<file path="src/rtl/data_bus_arbiter.sv">
// data_bus_arbiter: shares one single-port memory bus between a CPU master (0) and a DMA master (1)
// using req/done handshakes, round-robin or fixed priority with a starvation guard for master 1.
module data_bus_arbiter #(
   parameter int MEM_LAT   = 1,
   parameter int PRIO_MODE = 0,
   parameter int MAX_WAIT  = 8
) (
   input  logic        clk,
   input  logic        reset,
   input  logic        m0_req_i,
   input  logic        m0_wr_i,
   input  logic [31:0] m0_addr_i,
   input  logic [31:0] m0_wdata_i,
   output logic        m0_gnt_o,
   output logic        m0_done_o,
   output logic [31:0] m0_rdata_o,
   output logic        m0_stall_o,
   input  logic        m1_req_i,
   input  logic        m1_wr_i,
   input  logic [31:0] m1_addr_i,
   input  logic [31:0] m1_wdata_i,
   output logic        m1_gnt_o,
   output logic        m1_done_o,
   output logic [31:0] m1_rdata_o,
   output logic        mem_rd_o,
   output logic        mem_wr_o,
   output logic [31:0] mem_addr_o,
   output logic [31:0] mem_wdata_o,
   input  logic [31:0] mem_rdata_i
);
   localparam int CW = (MEM_LAT > 1) ? $clog2(MEM_LAT) : 1;
   localparam int WW = $clog2(MAX_WAIT + 1);
   typedef enum logic {IDLE, ACCESS} state_t;
   state_t        state_q, state_d;
   logic          owner_q, owner_d;
   logic          wr_q, wr_d;
   logic          last_q, last_d;
   logic [1:0]    done_q, done_d;
   logic [CW-1:0] cnt_q, cnt_d;
   logic [WW-1:0] wait1_q, wait1_d;
   logic [31:0]   addr_q, addr_d;
   logic [31:0]   wdata_q, wdata_d;
   logic [31:0]   rdata0_q, rdata0_d;
   logic [31:0]   rdata1_q, rdata1_d;
   logic          busy, req0, req1, arb, win1, fin;

   assign busy = state_q == ACCESS;
   assign req0 = m0_req_i & ~done_q[0];
   assign req1 = m1_req_i & ~done_q[1];
   // no grant in a done cycle, so each transfer takes MEM_LAT+2 cycles
   assign arb  = ~busy & ~|done_q & (req0 | req1);
   assign win1 = req1 & (~req0 | ((PRIO_MODE != 0) ? (wait1_q >= WW'(MAX_WAIT)) : ~last_q));
   assign fin  = busy & (cnt_q == CW'(MEM_LAT - 1));

   always_comb begin
      state_d  = state_q;
      owner_d  = owner_q;
      wr_d     = wr_q;
      last_d   = last_q;
      done_d   = 2'b00;
      cnt_d    = cnt_q;
      addr_d   = addr_q;
      wdata_d  = wdata_q;
      rdata0_d = rdata0_q;
      rdata1_d = rdata1_q;
      wait1_d  = (arb & win1) ? '0 :
                 (req1 & ~(busy & owner_q) & (wait1_q < WW'(MAX_WAIT))) ? wait1_q + WW'(1) : wait1_q;
      if (arb) begin
         state_d = ACCESS;
         owner_d = win1;
         wr_d    = win1 ? m1_wr_i : m0_wr_i;
         addr_d  = win1 ? m1_addr_i : m0_addr_i;
         wdata_d = win1 ? m1_wdata_i : m0_wdata_i;
         cnt_d   = '0;
      end else if (busy) begin
         cnt_d = cnt_q + CW'(1);
         if (fin) begin
            state_d = IDLE;
            last_d  = owner_q;
            done_d  = owner_q ? 2'b10 : 2'b01;
            if (!wr_q && !owner_q) rdata0_d = mem_rdata_i;
            if (!wr_q && owner_q) rdata1_d = mem_rdata_i;
         end
      end
   end

   always_ff @(posedge clk) begin
      if (!reset) begin
         state_q  <= IDLE;
         owner_q  <= 1'b0;
         wr_q     <= 1'b0;
         last_q   <= 1'b1;
         done_q   <= 2'b00;
         cnt_q    <= '0;
         wait1_q  <= '0;
         addr_q   <= '0;
         wdata_q  <= '0;
         rdata0_q <= '0;
         rdata1_q <= '0;
      end else begin
         state_q  <= state_d;
         owner_q  <= owner_d;
         wr_q     <= wr_d;
         last_q   <= last_d;
         done_q   <= done_d;
         cnt_q    <= cnt_d;
         wait1_q  <= wait1_d;
         addr_q   <= addr_d;
         wdata_q  <= wdata_d;
         rdata0_q <= rdata0_d;
         rdata1_q <= rdata1_d;
      end
   end

   assign m0_gnt_o    = busy & ~owner_q;
   assign m1_gnt_o    = busy & owner_q;
   assign m0_done_o   = done_q[0];
   assign m1_done_o   = done_q[1];
   assign m0_rdata_o  = rdata0_q;
   assign m1_rdata_o  = rdata1_q;
   assign m0_stall_o  = m0_req_i & ~done_q[0];
   assign mem_rd_o    = busy & ~wr_q;
   assign mem_wr_o    = busy & wr_q;
   assign mem_addr_o  = addr_q;
   assign mem_wdata_o = wdata_q;
endmodule

</file>
<file path="config.mk">
export PLATFORM = sky130hd
export DESIGN_NAME = data_bus_arbiter
export DESIGN_NICKNAME = d
export VERILOG_FILES = /design/src/rtl/data_bus_arbiter.sv
export SDC_FILE = /design/constraint.sdc
export NUM_CORES = 1
export LEC_CHECK = 0
export ABC_AREA = 1
export ABC_CLOCK_PERIOD_IN_PS = 2200
export BUFFER_PORTS_ARGS = -buffer_cell sky130_fd_sc_hd__buf_2
export CELL_PAD_IN_SITES_DETAIL_PLACEMENT = 0
export CELL_PAD_IN_SITES_GLOBAL_PLACEMENT = 2
export CORE_UTILIZATION = 25
export DETAILED_ROUTE_END_ITERATION = 8
export PLACE_DENSITY_LB_ADDON = 0.1
export SLEW_MARGIN = 20
export SYNTH_ARGS = -nofsm -noshare
export SYNTH_HDL_FRONTEND = slang
export SYNTH_SLANG_ARGS = --single-unit
export TNS_END_PERCENT = 20
</file>
<file path="constraint.sdc">
create_clock -name clk -period 2.2 [get_ports clk]
set_input_delay 0.44 -clock clk [delete_from_list [all_inputs] [get_ports clk]]
set_output_delay 0.44 -clock clk [all_outputs]
set_load 0.01 [all_outputs]
</file>
======== After elaboration in Yosys (flattened, before gate mapping) ========
Cells that the tools add are included.
cells by class
  add/subtract/negate cells ............... 1
  muxes and demuxes ....................... 7
  reduce and logical (&&, ||, !) cells .... 11
  bitwise logic cells ..................... 23
operator list
  kind                   number
  $mux W32               2
  $not A1 Y1             11
  $and A1 B1 Y1          10
  $reduce_and A4 Y1      2
  $mux W1                4
  $reduce_or A2 Y1       2
  $reduce_or A4 Y1       1
  $logic_not A1 Y1       3
  $reduce_and A3 Y1      1
  $logic_and A1 B1 Y1    2
  $mux W2                1
  $or A1 B1 Y1           2
  $add A1 B1 Y1 const B  1
storage, ports and cells
  word-level logic and storage cells ...... 52
  input bits .............................. 166
  flip-flop bits (word level) ............. 135

======== Logic depth before layout (Yosys ltp) ========
Gate-level depths: netlist (run 1).
  depth in word-level cells ............... 6
  depth in mapped cells ................... 9
  mapped depth without buffers ............ 7

======== Least setup slack after synthesis (run 1) ========
Ideal clock, no wire load.
  kind .................................... input -> register
  start ................................... input m1_req_i
  end ..................................... register addr_q[0] (netlist: mem_addr_o[0])
  path buffers ............................ 2
  data arrival time ....................... 1.174 ns
  path slack .............................. 0.915 ns
  setup time .............................. 0.111 ns
  required time ........................... 2.089 ns
  stages on the path ...................... 9
  cells stage by stage .................... inv_2 -> nor2_1 -> nand2_1 -> buf_4 -> buf_4 -> nand2_1 -> nand2_2 -> nor2_1 -> nor2_1
between the ends
  longest elaborated chain between the ends .. 3
  elaborated cells between the ends (all ways) .. 5
  classes of those cells .................. 1 x mux; 4 x bitwise
RTL lines
  what                                                  line    text
  from (decl)                                           18      input logic m1_req_i,
  $and A1 B1 Y1 (*)                                     49      assign req1 = m1_req_i & ~done_q[1];
  $and A1 B1 Y1 / $or A1 B1 Y1 (equally long branches)  52, 51
  $mux W32 / $and A1 B1 Y1 (equally long branches)      72, 51
  to (signal assigned)                                  108     addr_q <= addr_d;
  to (decl)                                             41      logic [31:0] addr_q, addr_d;
Mark *: on every way between the ends. The rest lies on a longest branch, timed or not.
A chain may end at the register's enable or synchronous reset.

======== Final worst setup path (run 1) ========
  start ................................... register state_q (netlist: busy)
  end ..................................... output m0_gnt_o
between the ends
  longest elaborated chain between the ends .. 1
RTL lines
  what                    line  text
  from (decl)             34    state_t state_q, state_d;
  from (signal assigned)  101   state_q <= state_d;
  $and A1 B1 Y1           115   assign m0_gnt_o = busy & ~owner_q;
  to (decl)               14    output logic m0_gnt_o,
No other way between the ends.

==> results of run 1 <==
stage by stage:
| stage | setup WS (ps) | utilization [%] | hold slack (ps) | area (um^2) |
|---|---|---|---|---|
| finish | 565 | 35.4 | 265 | 8720 |
| floorplan | 915 | - | 443 | 6340 |
| CTS | 524 | 35.4 | 248 | 8700 |
| global placement | 520 | 33.0 | 456 | 8120 |
| detailed placement | 501 | 33.0 | 466 | 8120 |
| global route | 436 | 35.4 | 269 | 8710 |
flip-flops by register name, indices dropped and copies added, names as in the netlist, 2 cells and up:
signal,count
m0_rdata_o,32
done_q,2
mem_wdata_o,32
mem_addr_o,32
m1_rdata_o,32
tightest hold or removal path, cell delays in order:
cell     delay (ps)
buf_2            90
o21ai_1          60
nor2_1           70
worst paths after layout:
kind	startpoint	slack, ps	to
setup reg to reg	busy	580	mem_wdata_o[25]
hold / removal	mem_rdata_i[14]	270	m0_rdata_o[14]
hold reg to reg	m0_rdata_o[31]	480	m0_rdata_o[31]
setup / recovery	busy	560	m0_gnt_o
layout by cell type (no fill, tap or decap):
cell,instances
a21oi_1,3
buf_12,9
buf_2,299
buf_4,5
clkbuf_16,17
clkinv_8,2
clkinvlp_4,3
dfxtp_1,135
diode_2,5
inv_1,135
inv_2,6
inv_6,5
inv_8,5
nand2_1,233
nand2_2,40
nand2_4,1
nand3_1,3
nor2_1,329
nor2_2,2
nor2_4,1
nor3_1,1
o211ai_4,1
o21ai_0,34
o21ai_1,30
final cells by class:
cell class	instances	area share [%]
Antenna cell	5	0.144
Clock buffer	17	4.88
Sequential cell	135	31.0
Tap cell	324	4.65
Inverter	141	6.07
Timing Repair Buffer	313	19.7
Clock inverter	15	1.78
Multi-Input combinational cell	678	31.8
power by group through the flow:
stage                     Combinational [mW]  Sequential (mW)  Clock, mW
after floorplan                         1.05             3.06          0
after global placement                  1.87             2.92          0
after detailed placement                1.87             2.93          0
after CTS                               1.88             2.87       2.94
after global routing                    2.09             2.91       3.04
final                                   1.83             2.87       2.85
layer usage:
metal | part of all wire [%] | wire length [um] | vias to the layer above | GRT usage, %
li1 | - | - | 3498 | -
met1 | 47 | 9920 | 2662 | 20.6
met2 | 44 | 9300 | 192 | 25.7
met3 | 6.7 | 1410 | 23 | 5.37
met4 | 1.2 | 257 | 4 | 4.46
met5 | 0.11 | 23 | - | 0
logic make-up after synthesis:
group,Yosys count
and+or+nand+nor,610
buffers and inverters,195
DFF,135
AOI/OAI and AO/OA,68
==> impl_metrics.yaml, run 1 <==
timing:
  final.setup_skew_ps: 10.9
  tns_ps: 0
  unrepaired_setup_endpoints_after_global_routing: "false"
  clock.fmax_mhz: 611
  finalHoldViolations: 0
  final_period_minus_worst_setup_slack_ps: 1640
  slew-limit-headroom_pct: 69.2
  report.final.setup_viol: 0
  worst_pin_slew_ps: 461
  period_utilization_post_route_pct: 74.3
  final-max-slew-violation-count: 0
yosys:
  synth_fa_ha_area_share_pct: 0
  synth_compound_gate_area_share_pct: 5.48
  yosys_register_bits: 135
  synth_ff_type: "dfxtp_1"
  yosys-top-cells-count: "329 x nor2_1, 234 x nand2_1, 135 x dfxtp_1, 135 x inv_1, 40 x nand2_2"
  synth_top_family_by_area: "simple AND/OR/NAND/NOR gates"
  synth.distinct_cells: 21
  synth_top_area_share_pct: 42.6
  synth_xor_area_share_pct: 0
  ys.warnings.count: 0
  synthesis.area_per_instance_um2: 6.29
  syn-cell-area_um2: 6340
  synth.area.top_cells: "dfxtp_1 43%, nor2_1 19%, nand2_1 14%"
  postSynth.asyncResetShare_pct: 0
  synthesis.nets: 1174
  top_count_cell_post_synth: "nor2_1"
  synth.mux.area_fraction_pct: 0
  synth_top_cell_by_area: "dfxtp_1"
  number_of_enable_type_register_cells_in_the_synthesized_netlist: 0
  syn_inst: 1008
  synth_seq_area_share_pct: 42.6
  synth_area_in_simple_gates_pct: 38.0
worst_setup_path:
  worst-setup-path-type: "reg2out"
  crit_family: "flip-flops"
  end_kind: "primary output"
  critical_path.n_buffers_inverters: 2
  cp.depth: 3
  worst_setup_path_start_kind: "flop"
  critical_path_arrival_ps: 1200
  worst-path-max-fanout: 6
  critical_path_required_ps: 1760
  cp_cell_sequence: "inv_2 > nor2_2 > buf_2"
  r2r.worst_path.cells: 7
  cpMaxStageDelayCell: "dfxtp_1"
  critical_path_s_largest_stage_delay_ps: 450
final_layout:
  layout.nets: 1452
  areaGrowthSynthToFinish_pct: 37.4
  multiInputGateArea_um2: 2770
  n_fill_cell: 2829
  layout-drive-gt1-share_pct: 30.5
  seq_area_um2: 2700
  layoutNonFillerInstCount: 1628
cts:
  cts_root_buf: "clkbuf_16"
  post-cts-setup-buffer-count: 0
  cts-root-to-sink-buffers: 2
  clk-insertion-delay-late_ps: 420
  cts_resized: 0
  cts.sink_count: 135
  postCtsHoldBufs: 0
  numCtsBuffers: 17
  register_clock_pin_slew_on_the_reported_worst_setup_and_hold_paths_ps: 70
  cts_tree: "yes"
  cts_max_level: 4
pwr:
  seq_power_share_pct: 38.0
  ir_worst_vdd_mv: 0.471
  totalPowerFinal_mw: 7.54
  p_int_mw: 4.96
  clock_power_share_pct: 37.8
  switchingPower_mw: 2.58
  power.density_cell_area_nw_per_um2: 865
  power.combinational.fraction_pct: 24.2
  switching_share_pct: 34.2
  leakagePower_nw: 4.90
floorplan:
  start_util_pct: 25.8
  ios: 301
  row_count: 57
  die_h_um: 161
  core-area_um2: 24600
  die_area_um2: 26000
  dieWidth_um: 161
grt:
  groute.usage.overall_pct: 16.1
  grt_first_pass_wirelength_um: 32300
  grt_start_max_net_pins: 64
  grt_pass1_vias: 5948
  globalRouteOverflowTotal: 0
  antenna_found_initial: 6
detailed_routing:
  post_drt_via_cell_ratio: 3.92
  ant_nets: 0
  dr.pass1.iters: 5
  totalWireLength_um: 20900
  routed_wire_length_per_instance_um: 12.8
  first_iter_violations: 326
  vias: 6379
  drc: 0
flow_run:
  cap_viol_max_count: 0
placed_design:
  gp_routability_congestion: 0.729
  dpl.cell_count: 1591
  dpl.hpwl_um: 14800
  io_buffers: 300
hold_path:
  hold-path-cell-count: 3
  min-delay-path-class: "in2reg"
run_status:
  status: "finished clean"
(Power assumes the default switching activity.)
==> inputs of run 2 (changes only) <==
--- a/config.mk
+++ b/config.mk
@@ -6,11 +6,11 @@
 export NUM_CORES = 1
 export LEC_CHECK = 0
 export ABC_AREA = 1
-export ABC_CLOCK_PERIOD_IN_PS = 2200
+export ABC_CLOCK_PERIOD_IN_PS = 1600
 export BUFFER_PORTS_ARGS = -buffer_cell sky130_fd_sc_hd__buf_2
 export CELL_PAD_IN_SITES_DETAIL_PLACEMENT = 0
 export CELL_PAD_IN_SITES_GLOBAL_PLACEMENT = 2
-export CORE_UTILIZATION = 25
+export CORE_UTILIZATION = 23
 export DETAILED_ROUTE_END_ITERATION = 8
 export PLACE_DENSITY_LB_ADDON = 0.1
 export SLEW_MARGIN = 20
==> constraint.sdc (replaced) <==
create_clock -name clk -period 1.6 [get_ports clk]
set_input_delay 0.32 -clock clk [delete_from_list [all_inputs] [get_ports clk]]
set_output_delay 0.32 -clock clk [all_outputs]
set_load 0.01 [all_outputs]
==> impl_metrics.yaml, run 2 (same netlist as run 1, synthesis figures left out) <==
timing:
  hold-worst-slack_ps: 144
  clock.fmax_mhz: 674
  final.setup_skew_ps: 11.3
  tns_ps: 0
  final-max-slew-violation-count: 0
  report.final.setup_viol: 0
  period_utilization_post_route_pct: 92.7
  slew-limit-headroom_pct: 80.2
  final_period_minus_worst_setup_slack_ps: 1480
  unrepaired_setup_endpoints_after_global_routing: "false"
  worst_pin_slew_ps: 298
  finalHoldViolations: 0
floorplan:
  dieWidth_um: 168
  row_count: 60
  die_area_um2: 28200
  ios: 301
  start_util_pct: 23.5
  core-area_um2: 27000
  die_h_um: 168
cts:
  post-cts-setup-buffer-count: 0
  cts-root-to-sink-buffers: 2
  clk-insertion-delay-late_ps: 420
  cts.sink_count: 135
  register_clock_pin_slew_on_the_reported_worst_setup_and_hold_paths_ps: 70
  cts_root_buf: "clkbuf_16"
  numCtsBuffers: 17
  cts_tree: "yes"
  postCtsHoldBufs: 0
  cts_resized: 0
  cts_max_level: 4
detailed_routing:
  dr.pass1.iters: 4
  drc: 0
  ant_nets: 0
  totalWireLength_um: 21200
  post_drt_via_cell_ratio: 3.89
  routed_wire_length_per_instance_um: 12.8
  first_iter_violations: 291
  vias: 6434
worst_setup_path:
  reg2reg_setup_slack_ps: 130
  critical_path_required_ps: 1280
  critical_path.n_buffers_inverters: 3
  critical_path_s_largest_stage_delay_ps: 330
  cp.depth: 4
  worst-setup-path-type: "reg2out"
  r2r.worst_path.cells: 8
  r2r_start: "done_q[1]"
  worst-path-max-fanout: 5
  critical_path_arrival_ps: 1160
  cpMaxStageDelayCell: "dfxtp_2"
  worst_setup_path_start_kind: "flop"
  setup.worst_path.end: "m0_gnt_o"
  endpoint_of_the_worst_slack_reg_to_reg_timing_path: "mem_wdata_o[14]"
  crit_family: "flip-flops"
  cp_cell_sequence: "buf_4 > inv_2 > nor2_2 > buf_4"
  setup.worst_path.start: "busy"
  end_kind: "primary output"
  critical-path-top-cell-by-count: "buf_4"
grt:
  grt_pass1_vias: 5893
  grt_start_max_net_pins: 59
  grt_first_pass_wirelength_um: 32700
  groute.usage.overall_pct: 15.0
  globalRouteOverflowTotal: 0
  antenna_found_initial: 3
final_layout:
  layout-drive-gt1-share_pct: 31.4
  commonest_non_fill_non_tap_cells_in_the_layout: "329 x nor2_1, 298 x buf_2, 233 x nand2_1"
  final_common_cell: "nor2_1"
  areaGrowthSynthToFinish_pct: 39.9
  layout.nets: 1467
pwr:
  leakagePower_nw: 4.98
  clock_power_share_pct: 37.2
  ir_worst_vdd_mv: 0.608
  p_int_mw: 6.92
  power.combinational.fraction_pct: 25.1
  power.density_cell_area_nw_per_um2: 1180
  switchingPower_mw: 3.57
  seq_power_share_pct: 37.6
  switching_share_pct: 34.0
hold_path:
  min-delay-path-class: "in2reg"
  hold-path-cell-count: 3
placed_design:
  io_buffers: 300
  dpl.hpwl_um: 15500
  gp_routability_congestion: 0.706
flow_run:
  cap_viol_max_count: 0
run_status:
  status: "finished clean"
[run 2: how the worst min path moves through the flow]
stage | startpoint | end
2_1_floorplan | last_q | last_q
3_3_place_gp | m1_rdata_o[21] | m1_rdata_o[21]
3_5_place_dp | m1_rdata_o[20] | m1_rdata_o[20]
4_1_cts | mem_rdata_i[1] | m0_rdata_o[1]
5_1_grt | mem_rdata_i[11] | m0_rdata_o[11]
6_report | mem_rdata_i[12] | m0_rdata_o[12]
[run 2: layout make-up]
| cell class | instances | area, um^2 |
|---|---|---|
| Timing Repair Buffer | 328 | 1870 |
| Sequential cell | 135 | 2700 |
| Clock buffer | 17 | 425 |
| Clock inverter | 15 | 149 |
| Antenna cell | 1 | 2.50 |
| Tap cell | 341 | 427 |
| Fill cell | 3090 | 18200 |
| Multi-Input combinational cell | 678 | 2770 |
| Inverter | 141 | 529 |
[run 2: power groups by stage]
stage          clock network, mW  registers, mW  logic (mW)
2_1_floorplan                  0           4.20        1.45
3_3_place_gp                   0           4.02        2.71
3_5_place_dp                   0           4.03        2.70
4_1_cts                     4.07           3.95        2.71
5_1_grt                     4.21           4.00        3.01
6_report                    3.90           3.95        2.64
[run 2: layer usage]
metal,track usage (%),part of all wire (%),vias up
met5,0,0.085,-
met2,23.1,43,188
met3,4.70,6.9,23
li1,-,-,3526
met1,19.8,48,2693
met4,5.14,1.4,4
[run 2: tightest hold or removal path: stages]
cell and delay (ps):
buf_2 80, o21ai_1 60, nor2_1 70
[run 2: per-stage QoR]
step / std cells / area [um^2] / power [mW] / utilization [%] / setup WS [ps]
finish: 1656 / 8870 / 10.5 / 32.8 / 117
detailed placement: 1623 / 8290 / 6.73 / 30.7 / 125
floorplan: 1008 / 6340 / 5.65 / - / 355
CTS: 1655 / 8870 / 10.7 / 32.8 / 39.1
global route: 1656 / 8870 / 11.2 / 32.8 / 18.2
global placement: 1623 / 8290 / 6.73 / 30.7 / 139
==> inputs of run 3 (changes only) <==
--- a/config.mk
+++ b/config.mk
@@ -5,12 +5,11 @@
 export SDC_FILE = /design/constraint.sdc
 export NUM_CORES = 1
 export LEC_CHECK = 0
-export ABC_AREA = 1
 export ABC_CLOCK_PERIOD_IN_PS = 1600
 export BUFFER_PORTS_ARGS = -buffer_cell sky130_fd_sc_hd__buf_2
 export CELL_PAD_IN_SITES_DETAIL_PLACEMENT = 0
 export CELL_PAD_IN_SITES_GLOBAL_PLACEMENT = 2
-export CORE_UTILIZATION = 23
+export CORE_UTILIZATION = 26
 export DETAILED_ROUTE_END_ITERATION = 8
 export PLACE_DENSITY_LB_ADDON = 0.1
 export SLEW_MARGIN = 20
==> impl_metrics.yaml, run 3 <==
run_status:
  status: "finished clean"
yosys:
  synth.area.top_cells: "dfxtp_1 44%, o311a_1 10%, nand2_1 8.0%"
  synth_ff_type: "dfxtp_1"
  synth_area_in_simple_gates_pct: 18.1
  synthesis.area_per_instance_um2: 8.88
  yosys-top-cells-count: "135 x dfxtp_1, 132 x nand2_1, 66 x o21a_1"
  top_count_cell_post_synth: "dfxtp_1"
  synth.mux.area_fraction_pct: 0.161
  synth_fa_ha_area_share_pct: 0
  syn_inst: 698
  yosys_register_bits: 135
  synth_compound_gate_area_share_pct: 31.7
  synth_seq_area_share_pct: 43.6
  synth_top_family_by_area: "compound AO/OA/AOI/OAI gates"
  synthesis.nets: 864
  syn-cell-area_um2: 6200
  synth_top_cell_by_area: "dfxtp_1"
  postSynth.asyncResetShare_pct: 0
  number_of_enable_type_register_cells_in_the_synthesized_netlist: 0
  synth_top_area_share_pct: 43.6
  ys.warnings.count: 0
  synth.distinct_cells: 28
  synth_xor_area_share_pct: 0.141
worst_setup_path:
  worst-path-max-fanout: 8
  setup.worst_path.start: "owner_q"
  critical_path.n_buffers_inverters: 2
  critical_path_s_largest_stage_delay_ps: 370
  worst-setup-path-type: "reg2out"
  end_kind: "primary output"
  r2r.worst_path.cells: 4
  crit_family: "flip-flops"
  cpMaxStageDelayCell: "dfxtp_4"
  cp_cell_sequence: "buf_4 > and2_1 > buf_2"
  critical_path_arrival_ps: 1230
  endpoint_of_the_worst_slack_reg_to_reg_timing_path: "mem_addr_o[3]"
  critical_path_required_ps: 1280
  setup.worst_path.end: "m1_gnt_o"
  r2r_start: "done_q[0]"
  cp.depth: 3
  reg2reg_setup_slack_ps: 110
  worst_setup_path_start_kind: "flop"
grt:
  grt_start_max_net_pins: 65
  globalRouteOverflowTotal: 0
  groute.usage.overall_pct: 17.9
  grt_first_pass_wirelength_um: 33700
  antenna_found_initial: 2
  grt_pass1_vias: 6147
detailed_routing:
  dr.pass1.iters: 4
  first_iter_violations: 232
  totalWireLength_um: 22200
  post_drt_via_cell_ratio: 4.81
  vias: 6235
  drc: 0
  routed_wire_length_per_instance_um: 17.1
  ant_nets: 0
floorplan:
  row_count: 56
  die_h_um: 156
  die_area_um2: 24500
  ios: 301
  core-area_um2: 23400
  start_util_pct: 26.5
  dieWidth_um: 156
timing:
  final_period_minus_worst_setup_slack_ps: 1550
  tns_ps: 0
  worst_pin_slew_ps: 291
  finalHoldViolations: 0
  final.setup_skew_ps: 12.9
  final-max-slew-violation-count: 0
  slew-limit-headroom_pct: 80.6
  hold-worst-slack_ps: 144
  unrepaired_setup_endpoints_after_global_routing: "true"
  period_utilization_post_route_pct: 96.9
  report.final.setup_viol: 0
  layout_setup_ws_ps: 49.3
  clock.fmax_mhz: 645
cts:
  cts_tree: "yes"
  clk-insertion-delay-late_ps: 420
  cts_max_level: 4
  cts-root-to-sink-buffers: 2
  post-cts-setup-buffer-count: 0
  cts.sink_count: 135
  postCtsHoldBufs: 0
  register_clock_pin_slew_on_the_reported_worst_setup_and_hold_paths_ps: 70
  cts_root_buf: "clkbuf_16"
  numCtsBuffers: 17
  cts_resized: 2
final_layout:
  final_common_cell: "buf_2"
  commonest_non_fill_non_tap_cells_in_the_layout: "300 x buf_2, 133 x dfxtp_1, 131 x nand2_1"
  n_fill_cell: 2468
  layout-drive-gt1-share_pct: 37.9
  areaGrowthSynthToFinish_pct: 42.4
  layout.nets: 1129
pwr:
  totalPowerFinal_mw: 10.4
  ir_worst_vdd_mv: 0.636
  power.density_cell_area_nw_per_um2: 1170
  leakagePower_nw: 4.17
placed_design:
  gp_routability_congestion: 0.735
  io_buffers: 300
  dpl.hpwl_um: 15400
  placement.setup.worst_slack_ps: 50.3
flow_run:
  cap_viol_max_count: 0
hold_path:
  min-delay-path-class: "in2reg"
[run 3: cell types whose count changed after synthesis, sizes merged, moves of 66 or more]
cell,before,now
nand2,274,132
nor2,332,1
o21a,0,66
inv,141,1
[run 3: how the worst min path moves through the flow]
stage,cells past startpoint,slack [ps],end,start
after global placement,2,440,m1_rdata_o[20],m1_rdata_o[20]
after CTS,3,120,m1_rdata_o[20],mem_rdata_i[20]
after detailed placement,2,440,m0_rdata_o[26],m0_rdata_o[26]
after floorplan,2,430,last_q,last_q
final,3,140,m0_rdata_o[14],mem_rdata_i[14]
after global routing,3,120,m1_rdata_o[15],mem_rdata_i[15]
[run 3: where the power goes]
part           total [mW]  switching (mW)  internal [mW]
Combinational        2.35            1.22           1.13
Sequential           3.85           0.169           3.68
Clock                4.16            1.65           2.50
[run 3: routing by layer]
layer / routed length (um) / global-route usage, % / vias to the layer above / part of all wire [%]
li1: - / - / 3048 / -
met1: 9590 / 21.8 / 2978 / 43
met2: 10600 / 29.2 / 191 / 48
met3: 1670 / 6.87 / 18 / 7.5
met4: 301 / 5.09 / 0 / 1.4
met5: 0 / 0 / - / 0
[run 3: worst min-delay path, stage by stage]
cell and delay [ps]:
buf_2 100, nand2_1 50, a21oi_1 50
[run 3: cell families after synthesis]
kind of cell | Yosys count
AOI/OAI and AO/OA | 262
muxes | 1
buffers and inverters | 84
xor gates and xnor gates | 1
DFF | 135
and+or+nand+nor | 215
[run 3: through the flow]
step / instance area, um^2 / utilization [%] / cells
after floorplan: 6200 / - / 698
after global placement: 8190 / 35.0 / 1263
after detailed placement: 8190 / 35.0 / 1263
after CTS: 8810 / 37.6 / 1295
after global routing: 8830 / 37.7 / 1296
final: 8830 / 37.7 / 1297
[run 3: layout make-up]
class	count	area (um^2)	share of cell area [%]
Sequential cell	135	2710	30.7
Inverter	1	3.75	0.0425
Tap cell	319	399	4.52
Timing Repair Buffer	329	1940	22.0
Antenna cell	2	5.00	0.0567
Multi-Input combinational cell	479	3150	35.7
Clock buffer	18	429	4.86
Clock inverter	14	188	2.12
